<file path="src/rtl/ramp_driver_if.sv">
// rtl/ramp_driver_if.sv - sequencer-side request and Ramp-side drive bundle for ramp_driver
interface ramp_driver_if #(
   parameter int PERIOD_W = 16
);
   logic                start;
   logic                abort;
   logic [1:0]          y_sel;
   logic [PERIOD_W-1:0] period;
   logic                ramp_enb;
   logic                delta;
   logic [1:0]          Y;
   logic [11:0]         level;
   logic [11:0]         step_cnt;
   logic                busy;
   logic                done;

   modport master (
      output start, abort, y_sel, period,
      input  ramp_enb, delta, Y, level, step_cnt, busy, done
   );

   modport slave (
      input  start, abort, y_sel, period,
      output ramp_enb, delta, Y, level, step_cnt, busy, done
   );
endinterface

</file>
<file path="src/rtl/ramp_driver.sv">
// rtl/ramp_driver.sv - full-scale sweep controller for the 12-bit Ramp generator
module ramp_driver #(
   parameter int PERIOD_W  = 16,
   parameter int MAX_LEVEL = 4095
) (
   input logic         clk,
   input logic         rst_n,
   ramp_driver_if.slave bus
);
   typedef enum logic [2:0] {IDLE, CLEAR, ARM, WAIT, STEP, HOLD} state_t;

   state_t              state;
   logic [PERIOD_W-1:0] period_q;
   logic [PERIOD_W-1:0] timer;
   logic                ramp_enb_q;
   logic                delta_q;
   logic [1:0]          y_q;
   logic [11:0]         level_q;
   logic [11:0]         step_cnt_q;
   logic                busy_q;
   logic                done_q;

   logic [10:0]         dy;
   logic [12:0]         proj;
   logic                fits;

   // Projection counts a strobe still on the wire, so a decision taken in STEP
   // looks one step past the level the Ramp will reach on this edge.
   always_comb begin
      case (y_q)
         2'b00:   dy = 11'd0;
         2'b01:   dy = 11'd1;
         2'b10:   dy = 11'd16;
         default: dy = 11'd1290;
      endcase
      proj = {1'b0, level_q} + {2'b00, dy} + (delta_q ? {2'b00, dy} : 13'd0);
      fits = (proj <= 13'(MAX_LEVEL));
   end

   always_ff @(posedge clk or negedge rst_n) begin
      if (!rst_n) begin
         state      <= IDLE;
         period_q   <= '0;
         timer      <= '0;
         ramp_enb_q <= 1'b0;
         delta_q    <= 1'b0;
         y_q        <= 2'b00;
         level_q    <= 12'd0;
         step_cnt_q <= 12'd0;
         busy_q     <= 1'b0;
         done_q     <= 1'b0;
      end else begin
         done_q <= 1'b0;
         if (delta_q && ramp_enb_q)
            level_q <= level_q + {1'b0, dy};

         if (bus.abort) begin
            state      <= IDLE;
            ramp_enb_q <= 1'b0;
            delta_q    <= 1'b0;
            busy_q     <= 1'b0;
            level_q    <= 12'd0;
         end else begin
            case (state)
               IDLE: begin
                  ramp_enb_q <= 1'b0;
                  delta_q    <= 1'b0;
                  if (bus.start) begin
                     y_q        <= bus.y_sel;
                     period_q   <= bus.period;
                     level_q    <= 12'd0;
                     step_cnt_q <= 12'd0;
                     busy_q     <= 1'b1;
                     ramp_enb_q <= 1'b1;
                     state      <= ARM;
                  end
               end
               CLEAR: begin
                  level_q    <= 12'd0;
                  ramp_enb_q <= 1'b1;
                  state      <= ARM;
               end
               ARM: begin
                  timer <= period_q;
                  if (y_q == 2'b00) begin
                     done_q <= 1'b1;
                     busy_q <= 1'b0;
                     state  <= HOLD;
                  end else begin
                     state <= WAIT;
                  end
               end
               WAIT: begin
                  if (timer == '0) begin
                     if (fits) begin
                        delta_q    <= 1'b1;
                        step_cnt_q <= step_cnt_q + 12'd1;
                        state      <= STEP;
                     end else begin
                        done_q <= 1'b1;
                        busy_q <= 1'b0;
                        state  <= HOLD;
                     end
                  end else begin
                     timer <= timer - 1'b1;
                  end
               end
               STEP: begin
                  // The STEP cycle is the first idle cycle of the next interval.
                  if (!fits) begin
                     delta_q <= 1'b0;
                     done_q  <= 1'b1;
                     busy_q  <= 1'b0;
                     state   <= HOLD;
                  end else if (period_q == '0) begin
                     delta_q    <= 1'b1;
                     step_cnt_q <= step_cnt_q + 12'd1;
                  end else begin
                     delta_q <= 1'b0;
                     timer   <= period_q - 1'b1;
                     state   <= WAIT;
                  end
               end
               HOLD: begin
                  delta_q <= 1'b0;
                  if (bus.start) begin
                     y_q        <= bus.y_sel;
                     period_q   <= bus.period;
                     step_cnt_q <= 12'd0;
                     busy_q     <= 1'b1;
                     ramp_enb_q <= 1'b0;
                     state      <= CLEAR;
                  end
               end
               default: state <= IDLE;
            endcase
         end
      end
   end

   assign bus.ramp_enb = ramp_enb_q;
   assign bus.delta    = delta_q;
   assign bus.Y        = y_q;
   assign bus.level    = level_q;
   assign bus.step_cnt = step_cnt_q;
   assign bus.busy     = busy_q;
   assign bus.done     = done_q;
endmodule

</file>
<file path="src/flat_wrapper.sv">
// flat-port wrapper written by rule: the top's interface ports become plain ports
module ramp_driver_flat 
#(
   parameter int PERIOD_W  = 16,
   parameter int MAX_LEVEL = 4095
)
  (clk, rst_n, bus_start, bus_abort, bus_y_sel, bus_period, bus_ramp_enb, bus_delta, bus_Y, bus_level, bus_step_cnt, bus_busy, bus_done);
  ramp_driver_if #(.PERIOD_W(PERIOD_W)) bus_i ();
  input logic clk;
  input logic rst_n;
  input wire logic [$bits(bus_i.start)-1:0] bus_start;
  input wire logic [$bits(bus_i.abort)-1:0] bus_abort;
  input wire logic [$bits(bus_i.y_sel)-1:0] bus_y_sel;
  input wire logic [$bits(bus_i.period)-1:0] bus_period;
  output wire logic [$bits(bus_i.ramp_enb)-1:0] bus_ramp_enb;
  output wire logic [$bits(bus_i.delta)-1:0] bus_delta;
  output wire logic [$bits(bus_i.Y)-1:0] bus_Y;
  output wire logic [$bits(bus_i.level)-1:0] bus_level;
  output wire logic [$bits(bus_i.step_cnt)-1:0] bus_step_cnt;
  output wire logic [$bits(bus_i.busy)-1:0] bus_busy;
  output wire logic [$bits(bus_i.done)-1:0] bus_done;
  assign bus_i.start = bus_start;
  assign bus_i.abort = bus_abort;
  assign bus_i.y_sel = bus_y_sel;
  assign bus_i.period = bus_period;
  assign bus_ramp_enb = bus_i.ramp_enb;
  assign bus_delta = bus_i.delta;
  assign bus_Y = bus_i.Y;
  assign bus_level = bus_i.level;
  assign bus_step_cnt = bus_i.step_cnt;
  assign bus_busy = bus_i.busy;
  assign bus_done = bus_i.done;
  ramp_driver #(.PERIOD_W(PERIOD_W), .MAX_LEVEL(MAX_LEVEL)) u_core (.clk(clk), .rst_n(rst_n), .bus(bus_i));
endmodule
</file>
<file path="config.mk">
export PLATFORM = sky130hd
export DESIGN_NAME = ramp_driver_flat
export DESIGN_NICKNAME = d
export VERILOG_FILES = /design/src/rtl/ramp_driver_if.sv /design/src/rtl/ramp_driver.sv /design/src/flat_wrapper.sv
export SDC_FILE = /design/constraint.sdc
export NUM_CORES = 1
export LEC_CHECK = 0
export ABC_AREA = 1
export CAP_MARGIN = 20
export CORE_ASPECT_RATIO = 1.1
export CORE_UTILIZATION = 52
export CTS_CLUSTER_DIAMETER = 40
export DETAILED_ROUTE_END_ITERATION = 12
export GPL_ROUTABILITY_DRIVEN = 0
export PLACE_DENSITY = 0.88
export SLEW_MARGIN = 20
export SYNTH_ARGS = -nofsm -noshare
export SYNTH_HDL_FRONTEND = slang
export SYNTH_SLANG_ARGS = --single-unit
export TNS_END_PERCENT = 10
</file>
<file path="constraint.sdc">
create_clock -name clk -period 2.4 [get_ports clk]
set_input_delay 0.36 -clock clk [delete_from_list [all_inputs] [get_ports clk]]
set_output_delay 0.36 -clock clk [all_outputs]
set_load 0.02 [all_outputs]
</file>
; ---- Yosys cells after proc, flatten, opt, wreduce, memory -nomap -nowiden
; Cells that the tools add are included.
[classes]
n_bitwise = 1
muxes = 46
eq_ne = 21
order_cmp = 1
div = 0
n_addsub = 6
n_shift = 0
reduce_logical = 18
n_mul = 0
[ops]
columns = operator, n
row1 = $mux 12, 8
row2 = $mux 16, 3
row3 = $pmux 16 s3, 1
row4 = $pmux 12 s3, 1
row5 = $pmux 11 s3, 1
row6 = $logic_not 16->1, 2
row7 = $sub 16x1->16 const B, 2
row8 = $pmux 12 s2, 1
row9 = $mux 3, 7
row10 = $mux 1, 18
row11 = $pmux 3 s6, 1
row12 = $add 12x11->13, 1
row13 = $add 13x13->13, 1
row14 = $le 13x12->1 const B, 1
row15 = $add 12x1->12 const B, 1
row16 = $add 12x11->12, 1
row17 = $mux 11, 1
row18 = $ne 2x1->1 const B, 5
row19 = $ne 3x2->1 const B, 3
row20 = $pmux 1 s3, 3
row21 = $reduce_and 4->1, 2
row22 = $reduce_bool 4->1, 2
row23 = $reduce_and 7->1, 1
row24 = $eq 3x2->1 const B, 2
row25 = 19 further kinds, 24
[word_totals]
ramBits = 0
output_inout_bits = 30
rom_bits = 0
wordCells = 103
mem_count = 0
input_bits = 22
latch_bits = 0
regBits = 65

; ---- Longest topological paths before layout
; Gate-level depths: netlist of run 1.
[depth]
depth_word = 9
depth_mapped = 15
ltp_nobuf = 14

; ---- Worst setup path after synthesis of run 1
; No wires, ideal clock.
[synth_path]
path_type = register to register
start = register u_core.y_q[0] (netlist: u_core.bus.Y[0])
end = register u_core.step_cnt_q[2] (netlist: u_core.bus.step_cnt[2])
path_stages_with_launch = 15
path_slack_ps = -70
required_time_ps = 2282
arrival_ps = 2353
n_path_buf = 1
synth_period_minus_slack_ps = 2470
path_cell_list = dfrtp_1 -> nand2_1 -> nor2_1 -> ha_1 -> inv_1 -> nand2_1 -> ha_1 -> a21oi_1 -> o21ai_0 -> a21o_1 -> a21oi_2 -> nand2_2 -> buf_2 -> nand2_1 -> nand2_1
[synth_between]
elab_chain_len = 7
elab_cells_between_ends = 11
[synth_lines]
columns = element, line_no
row1 = from (decl), ramp_driver.sv:17  ; logic [1:0] y_q;
row2 = from (signal assigned), ramp_driver.sv:69  ; y_q <= bus.y_sel;
row3 = from (signal assigned), ramp_driver.sv:127  ; y_q <= bus.y_sel;
row4 = $eq 2x2->1 (tied with other cells), ramp_driver.sv:30  ; case (y_q)
row5 = $pmux 11 s3 *, ramp_driver.sv:30
row6 = $add 12x11->13 or $mux 11 (tied branches), ramp_driver.sv:36  ; proj = {1'b0, level_q} + {2'b00, dy} + (delta_q ? {2'b00, dy} : 13'd0);
row7 = $add 13x13->13 *, ramp_driver.sv:36
row8 = $le 13x12->1 *, ramp_driver.sv:37  ; fits = (proj <= 13'(MAX_LEVEL));
row9 = $ne 2x1->1 (no source line), --
row10 = $reduce_and 7->1 (no source line) *, --
row11 = to (signal assigned), ramp_driver.sv:97  ; step_cnt_q <= step_cnt_q + 12'd1;
row12 = to (signal assigned), ramp_driver.sv:117  ; step_cnt_q <= step_cnt_q + 12'd1;
row13 = to (decl), ramp_driver.sv:19  ; logic [11:0] step_cnt_q;
; Every way passes the cells marked *; elsewhere a longest branch is shown, timed or not.
; A chain may end at the register's enable or synchronous reset.

; ---- Worst setup path in the final report of run 1
[layout_path]
start = register u_core.delta_q (netlist: u_core.bus.delta)
end = register u_core.step_cnt_q[5] (netlist: u_core.bus.step_cnt[5])
[layout_between]
elab_chain_len = 5
elab_cells_between_ends = 6
[layout_lines]
columns = element, line_no
row1 = from (decl), ramp_driver.sv:16  ; logic delta_q;
row2 = from (signal assigned), ramp_driver.sv:46  ; delta_q <= 1'b0;
row3 = from (signal assigned), ramp_driver.sv:60  ; delta_q <= 1'b0;
row4 = from (signal assigned), ramp_driver.sv:67  ; delta_q <= 1'b0;
row5 = $mux 11 *, ramp_driver.sv:36
row6 = $add 13x13->13 *, ramp_driver.sv:36
row7 = $le 13x12->1 *, ramp_driver.sv:37
row8 = $ne 2x1->1 (no source line), --
row9 = $reduce_and 7->1 (no source line) *, --
; Marks and branches as above.

==> results.toml, run 1 <==
[yosys]
yosys_warnings = 0
synth-edff-count = 0
async_flop_share_pct = 100.0
ys_seq_area_share_pct = 34.87
synth.avg_cell_area_sq_um = 6.692
synth_ff_type = "dfrtp_1"
synthesis.area_sq_um = 4664
synth_seq_cells = 65
netlist_instances = 697
synth_cell_types = 38
syn_nets = 740

[cells_and_area]
drive_gt1_share_pct = 12.86
antenna_cells = 0
nNetsFinal = 808
final_cell_mix = "nand2_1, nor2_1, nand3_1, inv_1, dfrtp_1"
fin_area_sq_um = 5748
instances_no_fill = 881
area_growth_pct = 23.23
final_common_cell = "nand2_1"

[worst_setup_path]
r2r-end = "u_core.bus.step_cnt[5]"
worst_setup_path_start_kind = "register"
worstPathMaxFanout = 6
worstSetupEndpoint = "u_core.bus.step_cnt[5]"
critical_path_required_ns = 2.69
r2r_start = "u_core.bus.delta"
reg2reg_depth = 12
end_kind = "register"
arrival_ns = 2.89
reg2reg_setup_slack_ns = -0.19
crit_type = "register to register"
startpoint = "u_core.bus.delta"

[clock_network]
tritoncts = "yes"
htreeDepth = 3
numCtsBuffers = 9
clock_latency_ns = 0.36
cts.path.max_buffers = 2
cts.clk_slew.worst_paths_ns = 0.07
cts_hold_buffers = 0
cts_sinks = 65
clockRootBuffer = "clkbuf_8"

[global_routing]
overflow = 0
antenna_found_initial = 0
first_global_vias = 4790
grt_max_degree = 40
grt_pass1_wl_microns = 21380
grtUsageTotal_pct = 28.75

[pwr]
power_leakage_nw = 2.807
power.density_nw_per_um2 = 1046
ir_worst_vdd_mv = 0.6253

[floorplan]
die_h_microns = 101.3
die_area_sq_um = 9354
core-area_sq_um = 8539
rows = 35
io-pin-count = 52
initial_utilization_pct = 54.62
fp.dieW_microns = 92.31

[timing]
finalSetupViolations = 32
max_clock_freq_ghz = 0.3856
worst_pin_slew_ns = 0.6736
slew_headroom_pct = 55.10
period_share_pct = 108.1
finalWorstSetupSlack_ns = -0.1937
rsz0062_at_grt = "yes"
fin_crit_ns = 2.594
drv_slew = 0
hold_viol_final = 0
fin_worst_skew_ns = 0.01329
hold_slack_ns = 0.03598

[route]
first_iter_violations = 289
vias = 4981
wl_per_cell_microns = 14.76
wirelength_microns = 13000
dr.pass1.iters = 5
vias_per_cell = 5.654
ant_nets = 0
drc = 0

[outcome]
failed_checks = "negative setup slack"
status = "finished with violations"

[place]
hpwl_microns = 8867
dp_slack_ns = -0.1422
place_area_sq_um = 5378
portBuffers = 51
place_inst = 858

[hold_path]
min_path_type = "primary input to async pin"

[run]
cap_violations = 0
==> synth_stat cells, types with 5 or more instances <==
cell type	instances	share of area, %
nand4_1	14	1.9
clkbuf_1	6	0.48
nor2_1	92	7.4
buf_4	5	0.80
buf_2	6	0.64
ha_1	20	5.4
a21oi_1	36	3.9
nor3_1	11	1.2
xor2_1	8	1.5
o21ai_0	26	2.8
o21ai_1	8	0.86
dfrtp_1	65	35
nand2_1	200	16
nand3_1	80	8.6
nand2_2	10	1.3
inv_1	69	5.6
==> report_power, final <==
group	internal, mW	switching (mW)
Sequential	1.44	0.316
Clock	0.367	0.454
Combinational	1.21	2.23
Total	3.02	3.00
==> metal layers <==
layer | up-vias | wire length (microns) | GRT usage [%]
li1 | 2385 | - | -
met1 | 2302 | 4964 | 33.79
met2 | 242 | 6588 | 51.05
met3 | 52 | 961 | 5.030
met4 | 0 | 486 | 13.58
met5 | - | 0 | 0
==> how the worst min path moves through the flow <==
stage	from	to	slack, ns	depth (start not counted)
global placement	rst_n	u_core.timer[4]	0.41	1
floorplan	rst_n	u_core.bus.Y[0]	0.06	0
detailed placement	rst_n	u_core.timer[5]	0.43	1
global route	rst_n	u_core.timer[5]	0.07	1
finish	rst_n	u_core.timer[5]	0.04	1
CTS	rst_n	u_core.timer[5]	0.05	1
==> worst max-delay path: stages (launching register included) <==
cell and delay, ns:
dfrtp_2 0.47, nor3_2 0.21, ha_2 0.21, a21o_1 0.15, ha_4 0.22, a21oi_2 0.15
o21ai_2 0.09, a21o_1 0.25, buf_6 0.15, a21oi_4 0.29, buf_6 0.19, nand3_1 0.10
nand2_1 0.07
==> layout make-up <==
| class | count | area (sq um) |
|---|---|---|
| fill | 682 | 2791 |
| multi-input combinational | 536 | 2775 |
| sequential | 65 | 1630 |
| timing repair buffer | 78 | 757.0 |
| inverter | 75 | 284.0 |
| tap | 111 | 138.9 |
| clock buffer | 10 | 127.6 |
| clock inverter | 6 | 35.03 |
==> timing repair <==
action                     4_1_cts  5_1_grt
pin swaps                        9       19
cloned                           2        0
resized for setup               18       20
buffers inserted                 4        1
setup endpoints to repair       28       44
==> cells by family after synthesis <==
family | after synthesis | synth area share [%]
DFF | 65 | 34.87
AOI/OAI and AO/OA | 84 | 9.711
adders and majority gates | 21 | 5.794
xor gates and xnor gates | 11 | 2.066
buffers and inverters | 97 | 9.013
and+or+nand+nor | 419 | 38.55
==> metrics by stage <==
step                      power [mW]  util [%]  TNS [ns]
after floorplan                3.966         -  -0.02994
after global placement         4.684     62.97   -0.3334
after detailed placement       4.808     62.97    -3.123
after CTS                      5.845     66.17  -0.05832
after global routing           6.495     67.31    -6.696
final                          6.015     67.31    -3.917
==> sequential cells by signal, indices dropped and copies added (netlist names) <==
name,cells
u_core.bus.ramp_enb,1
u_core.timer,16
u_core.bus.level,12
u_core.bus.step_cnt,12
u_core.bus.busy,1
u_core.bus.Y,2
u_core.bus.delta,1
u_core.bus.done,1
u_core.state,3
u_core.period_q,16
No activity file was read; power rests on OpenSTA's default activity.
==> run 2, diff against run 1 <==
--- a/config.mk
+++ b/config.mk
@@ -9,9 +9,10 @@
 export CAP_MARGIN = 20
 export CORE_ASPECT_RATIO = 1.1
 export CORE_UTILIZATION = 52
-export CTS_CLUSTER_DIAMETER = 40
+export CTS_CLUSTER_DIAMETER = 150
 export DETAILED_ROUTE_END_ITERATION = 12
 export GPL_ROUTABILITY_DRIVEN = 0
+export HOLD_SLACK_MARGIN = 0.15
 export PLACE_DENSITY = 0.88
 export SLEW_MARGIN = 20
 export SYNTH_ARGS = -nofsm -noshare
==> run 2 against run 1 <==
Compared with the run above:
- the run still ends with negative setup slack left
- clock-buffer cell count did not move
- routed wire length fell by 0.12%
- utilization rose by 0.12 points
- cell count rose by 0.11%
- via count rose by 0.58%
- largest power group unchanged
- highest routed layer unchanged
==> results.toml, run 2 (synthesis results as in run 1) <==
[route]
wirelength_microns = 12990
ant_nets = 0
vias = 5010
drc = 0
wl_per_cell_microns = 14.72
dr.pass1.iters = 5
vias_per_cell = 5.680
first_iter_violations = 284

[worst_setup_path]
reg2reg_setup_slack_ns = -0.18
end_kind = "register"
r2r_start = "u_core.bus.delta"
startpoint = "u_core.bus.delta"
reg2reg_depth = 12
worstSetupEndpoint = "u_core.bus.step_cnt[8]"
critical_path_required_ns = 2.69
crit_type = "register to register"
arrival_ns = 2.87
worstPathMaxFanout = 6
worst_setup_path_start_kind = "register"
r2r-end = "u_core.bus.step_cnt[8]"

[clock_network]
tritoncts = "yes"
cts.clk_slew.worst_paths_ns = 0.08
numCtsBuffers = 9
clock_latency_ns = 0.36
cts.path.max_buffers = 2
clockRootBuffer = "clkbuf_8"
htreeDepth = 3
cts_sinks = 65

[pwr]
power_leakage_nw = 2.811
power.density_nw_per_um2 = 1045
ir_worst_vdd_mv = 0.6238

[cells_and_area]
nNetsFinal = 809
final_common_cell = "nand2_1"
reg_top3 = "u_core.period_q (16), u_core.timer (16)"
seq_area_sq_um = 1630
drive_gt1_share_pct = 12.84
fin_area_sq_um = 5758
multiInputGateArea_sq_um = 2775
instances_no_fill = 882
fillCellCount = 681
area_growth_pct = 23.44
fin_util_pct = 67.43
antenna_cells = 0
final_cell_mix = "nand2_1, nor2_1, nand3_1, inv_1, dfrtp_1"

[floorplan]
fp.dieW_microns = 92.31
die_h_microns = 101.3
initial_utilization_pct = 54.62
die_area_sq_um = 9354
rows = 35
core-area_sq_um = 8539
io-pin-count = 52

[timing]
fin_tns_setup_ns = -4.035
max_clock_freq_ghz = 0.3871
hold_viol_final = 0
drv_slew = 0
fin_crit_ns = 2.583
slew_headroom_pct = 55.01
period_share_pct = 107.6
worst_pin_slew_ns = 0.6749
finalWorstSetupSlack_ns = -0.1833
fin_worst_skew_ns = 0.01197
hold_slack_ns = 0.5052
finalSetupViolations = 32
rsz0062_at_grt = "yes"

[outcome]
status = "finished with violations"
failed_checks = "negative setup slack"

[global_routing]
first_global_vias = 4790
grt_pass1_wl_microns = 21380
antenna_found_initial = 0
grtUsageTotal_pct = 28.75
overflow = 0
grt_max_degree = 40

[run]
cap_violations = 0

[place]
portBuffers = 51
place_inst = 858
hpwl_microns = 8867
place_area_sq_um = 5378

[hold_path]
min_path_type = "register to register"
hold_depth = 2
==> run 2: cell count changes in the layout (fill, tap and decap cells not counted) <==
cell,change
dlygate4sd3_1,+1
==> run 2: final cells by class <==
| class | instances | share of cell area [%] |
|---|---|---|
| well taps | 111 | 2.412 |
| flip-flops and latches | 65 | 28.31 |
| clock inverters | 6 | 0.6084 |
| clock buffers | 10 | 2.216 |
| repair buffers | 79 | 13.32 |
| inverters | 75 | 4.933 |
| multi-input cells | 536 | 48.20 |
==> run 2: routing by layer <==
| metal | global-route usage (%) | vias up | wire length [microns] |
|---|---|---|---|
| li1 | - | 2386 | - |
| met1 | 33.79 | 2311 | 5055 |
| met2 | 51.05 | 244 | 6497 |
| met3 | 5.030 | 69 | 883 |
| met4 | 13.58 | 0 | 550 |
| met5 | 0 | - | 0 |
==> run 2: power breakdown <==
part	total, mW	internal [mW]	switching [mW]	leakage (nW)
Sequential	1.76	1.44	0.314	0.811
Clock	0.820	0.367	0.453	0.0818
Combinational	3.44	1.21	2.23	1.92
Total	6.02	3.02	3.00	2.81
==> run 2: stage by stage <==
stage	power, mW	setup WS, ns
after floorplan	3.966	-0.003737
after global placement	4.684	-0.03912
after detailed placement	4.808	-0.1422
after CTS	5.846	-0.01634
after global routing	6.496	-0.2674
final	6.015	-0.1833
==> run 2: worst min-delay path by stage <==
stage	start	endpoint	slack, ns
2_1_floorplan	rst_n	u_core.bus.Y[0]	0.06
3_3_place_gp	rst_n	u_core.timer[4]	0.41
3_5_place_dp	rst_n	u_core.timer[5]	0.43
4_1_cts	u_core.timer[3]	u_core.timer[3]	0.50
5_1_grt	u_core.timer[3]	u_core.timer[3]	0.52
6_report	u_core.timer[3]	u_core.timer[3]	0.51
==> run 2: worst max-delay path, stage by stage, from the launching register on <==
cell and delay (ns):
dfrtp_2 0.47, nor3_2 0.21, ha_2 0.21, a21o_1 0.14, ha_4 0.22, a21oi_2 0.15, o21ai_2 0.09, a21o_1 0.25
buf_6 0.15, a21oi_4 0.28, buf_6 0.19, nand3_2 0.08, nand2_1 0.08
==> run 2: timing repair <==
item / 4_1_cts / 5_1_grt
hold buffers: 1 / 0
endpoints found under the setup margin: 28 / 44
gates cloned: 2 / 0
setup buffers: 4 / 1
hold endpoints to repair: 26 / 0
gates resized for setup: 18 / 20
pin swaps: 9 / 19
